### src/rtl/dff_pkg.sv
// Shared definitions for the word-wide D flip-flop register used across the FIR datapath.
package dff_pkg;

   localparam int DFF_WIDTH_DEFAULT = 32;

   typedef logic [DFF_WIDTH_DEFAULT-1:0] dff_word_t;

   localparam dff_word_t DFF_RST_VAL_DEFAULT = '0;

endpackage : dff_pkg

### src/rtl/dff_bit.sv
// Single-bit flop with synchronous active-low reset and a per-instance reset value.
module dff_bit #(
   parameter logic RST_VAL = 1'b0
) (
   input  logic clk,
   input  logic reset,
   input  logic d,
   output logic q
);

   // Reset has priority over d and is only seen at the rising edge.
   always_ff @(posedge clk) begin
      if (!reset) begin
         q <= RST_VAL;
      end else begin
         q <= d;
      end
   end

endmodule : dff_bit

### src/rtl/dff_32bit.sv
// WIDTH-bit register built from dff_bit flops; optional even-parity flop via DFF_32BIT_PARITY_EN.
module dff_32bit
   import dff_pkg::*;
#(
   parameter int               WIDTH   = DFF_WIDTH_DEFAULT,
   parameter logic [WIDTH-1:0] RST_VAL = WIDTH'(DFF_RST_VAL_DEFAULT)
) (
   input  logic             clk,
   input  logic             reset,
   input  logic [WIDTH-1:0] d,
`ifdef DFF_32BIT_PARITY_EN
   output logic             q_par,
`endif
   output logic [WIDTH-1:0] q
);

   for (genvar i = 0; i < WIDTH; i++) begin : g_bit
      dff_bit #(
         .RST_VAL (RST_VAL[i])
      ) u_bit (
         .clk   (clk),
         .reset (reset),
         .d     (d[i]),
         .q     (q[i])
      );
   end

`ifdef DFF_32BIT_PARITY_EN
   // Loaded from ^d on the same edges as q, so q_par tracks ^q without a path from q.
   dff_bit #(
      .RST_VAL (^RST_VAL)
   ) u_par (
      .clk   (clk),
      .reset (reset),
      .d     (^d),
      .q     (q_par)
   );
`endif

endmodule : dff_32bit

### config.mk
export PLATFORM = sky130hd
export DESIGN_NAME = dff_32bit
export DESIGN_NICKNAME = d
export VERILOG_FILES = /design/src/rtl/dff_pkg.sv /design/src/rtl/dff_bit.sv /design/src/rtl/dff_32bit.sv
export SDC_FILE = /design/constraint.sdc
export NUM_CORES = 1
export LEC_CHECK = 0
export CAP_MARGIN = 20
export CORE_UTILIZATION = 55
export CTS_CLUSTER_SIZE = 30
export DETAILED_ROUTE_END_ITERATION = 12
export DONT_BUFFER_PORTS = 1
export PLACE_DENSITY = 0.7
export SLEW_MARGIN = 20
export SYNTH_ARGS = -nofsm -noshare
export SYNTH_HDL_FRONTEND = slang
export SYNTH_SLANG_ARGS = --single-unit
### constraint.sdc
create_clock -name clk -period 0.8 [get_ports clk]
set_input_delay 0.12 -clock clk [delete_from_list [all_inputs] [get_ports clk]]
set_output_delay 0.12 -clock clk [all_outputs]
set_load 0.01 [all_outputs]
## Word-level counts from Yosys, hierarchy flattened

Index checks and enable logic that the tools add are counted.
W data, S select, Z words.

- Register bits after elaboration: 32
- Logic and storage cells: 32
- Output and inout port bits: 32
- Input bits: 34

## Depth between registers and ports, before layout

- Word-level depth: 0
- Mapped depth: 2

## By module

From an unflattened synthesis, not the netlist that was laid out.

- Cell total of the unflattened synthesis: 64
- Area, all modules: 840.8 um^2

Modules (own cells, without submodules):

| module | area each (um^2) | times used | cells each |
|---|---|---|---|
| dff_bit | 26.3 | 32 | 2 |

## Worst setup path before layout

OpenSTA, ideal clock, no wires.

- Path kind: flip-flop to output port
- Start point: register g_bit[0].u_bit.q
- End point: output port q[0]
- Setup slack: 279 ps
- Data required time: 680 ps
- Stages on the path, launching flop included: 2
- Data arrival time: 401 ps
- Cell sequence: dfxtp_1 -> buf_4

RTL lines:

| what | line | text |
|---|---|---|
| start, declared | dff_bit.sv:8 | `output logic q` |
| start signal, assigned | dff_bit.sv:14 | `q <= RST_VAL;` |
| start signal, assigned | dff_bit.sv:16 | `q <= d;` |
| end, declared | dff_32bit.sv:14 | `output logic [WIDTH-1:0] q` |

No word-level cell between the ends.

## Final worst setup path

- Start point: register g_bit[22].u_bit.q
- End point: output port q[22]

RTL lines:

| what | line |
|---|---|
| start, declared | dff_bit.sv:8 |
| start signal, assigned | dff_bit.sv:14 |
| start signal, assigned | dff_bit.sv:16 |

No word-level cell between the ends.

==> run summary <==
leading cell types in the layout, fill and taps excluded: and2_2 (32), dfxtp_2 (32), dlygate4sd3_1 (32)
core area: 0.00194 mm2
final max-slew violation count: 0
leakage: 0.000585 uW
First-pass DRT Iterations: 2
average wire per cell in the routed design: 13.3 um
Peak Freq: 1.27 GHz
ANT cells: 0
HPWL after detailed placement: 876 um
Final WS setup: 0.0120 ns
power density cells: 2050 mW/mm2
most used routing layer: met2
Post-DRT Antenna Nets: 0
Min-Delay Startpoint: reset
placed cell count: 91
max FFs per register: 32
post-layout min period: 0.788 ns
DIE HEIGHT: 47.5 um
CP Max Fanout: 1
clock net sink count: 32
GRT overflow: 0
status: complete, no violations
worst slew pin tran: 0.296 ns
WP data required: 0.68 ns
Setup CP Type: flop to output pin
fillers: 165
Largest regs: g_bit.u_bit.q (32)
Initial Utilization: 0.585
first-pass GRT wire length: 2400 um
Residual DRC: 0
Final Util: 0.682
pre-CTS WS: 0.332 ns
Setup-failing EPs final: 0
fin cells: 129
CP arrival: 0.67 ns
RSZ-0062 raised after global routing: true
Worst Setup SP: g_bit[22].u_bit.q$_SDFF_PN0_
Final nets: 138
Ports: 66
htree depth: 2
met2 Resource Use GR: 0.274
cell count along the critical path: 0
Avg Inst Size Synth: 11.5 um2
Synth Instances: 99
VDD IR max: 1.33 mV
Slew headroom: 0.802
post-synthesis register bit count: 32
initial antenna violation count: 0
root buffer cell: clkbuf_4
global-route usage over all layers: 0.179
share of cells above drive strength 1: 0.676
WHS: 0.360 ns
CP Capture Point: q[22]
Biggest register: g_bit.u_bit.q
Seq/Total Area, Yosys: 0.564
vias in the first global route: 566
Syn Nets: 133
Worst Hold Class: primary input to flop
met3 usage: 0.136
wirelength, routed: 1710 um
YS warnings: 0
grt met1 use: 0.167
multi-input logic area: 240 um2
synthesized area: 0.00114 mm2
Hold Vio Cnt, Final: 0
max_cap viols: 0
chip width: 47.5 um
vias per inst: 4.41
Setup crit start kind: flop
Yosys cell types: 4
RePlAce Congestion: 0.592
Storage cell area: 681 um2
row count: 16
Tot Pwr: 2710 uW
CTS tree: yes
PortBufs: 0
Vias: 569
die area: 0.00225 mm2
crit end category: output pin
Period Utilization, post-route: 0.985
largest net degree at the start of global routing: 25
Initial DRC Count: 2
clk slew on worst S/H paths: 0.08 ns
Layout area overhead: 16.6%
CTS Buf Count: 5
clk buf depth: 2
per-stage QoR:
step	cell area [um2]	setup TNS, ns
global route	1330	-0.756
floorplan	1140	0
global placement	915	0
detailed placement	915	0
CTS	1320	-0.112
finish	1330	0
timing repair:
item / in CTS / in global routing
setup endpoints to repair: 32 / 33
gates resized for setup: 32 / 1
hold buffers: 33 / 0
hold endpoints to repair: 32 / 0
buffers inserted: 0 / 0
layout make-up:
class                   instances  share of cell area
clock buffers                   5              0.0283
multi-input cells              32               0.181
flip-flops and latches         32               0.514
well taps                      27              0.0255
repair buffers                 33               0.251
power breakdown:
group	internal, uW	switching (uW)	total, uW
registers	1700	74.2	1770
clock network	293	442	735
logic	163	41.5	205
total	2150	558	2710
worst min-delay path by stage:
| stage | endpoint | slack [ns] | cells after the start |
|---|---|---|---|
| final | g_bit[21].u_bit.q$_SDFF_PN0_ | 0.36 | 2 |
| after floorplan | g_bit[0].u_bit.q$_SDFF_PN0_ | 0.26 | 1 |
| after global routing | g_bit[21].u_bit.q$_SDFF_PN0_ | 0.37 | 2 |
| after global placement | g_bit[16].u_bit.q$_SDFF_PN0_ | 0.26 | 1 |
| after detailed placement | g_bit[23].u_bit.q$_SDFF_PN0_ | 0.26 | 1 |
| after CTS | g_bit[23].u_bit.q$_SDFF_PN0_ | 0.44 | 2 |
synth_stat cells:
library cell,instances,area [um2]
and2_2,32,240
buf_4,32,240
dfxtp_1,32,641
clkbuf_2,3,15.0
kinds of logic after synthesis:
group / synth area share
flops: 0.564
buf+inv: 0.225
simple gates: 0.211
layer usage:
metal,part of all wire,vias to the layer above
met5,0,-
met4,0.017,0
met3,0.12,5
met2,0.51,45
met1,0.35,249
li1,-,270
No activity file was read; power rests on OpenSTA's default activity.
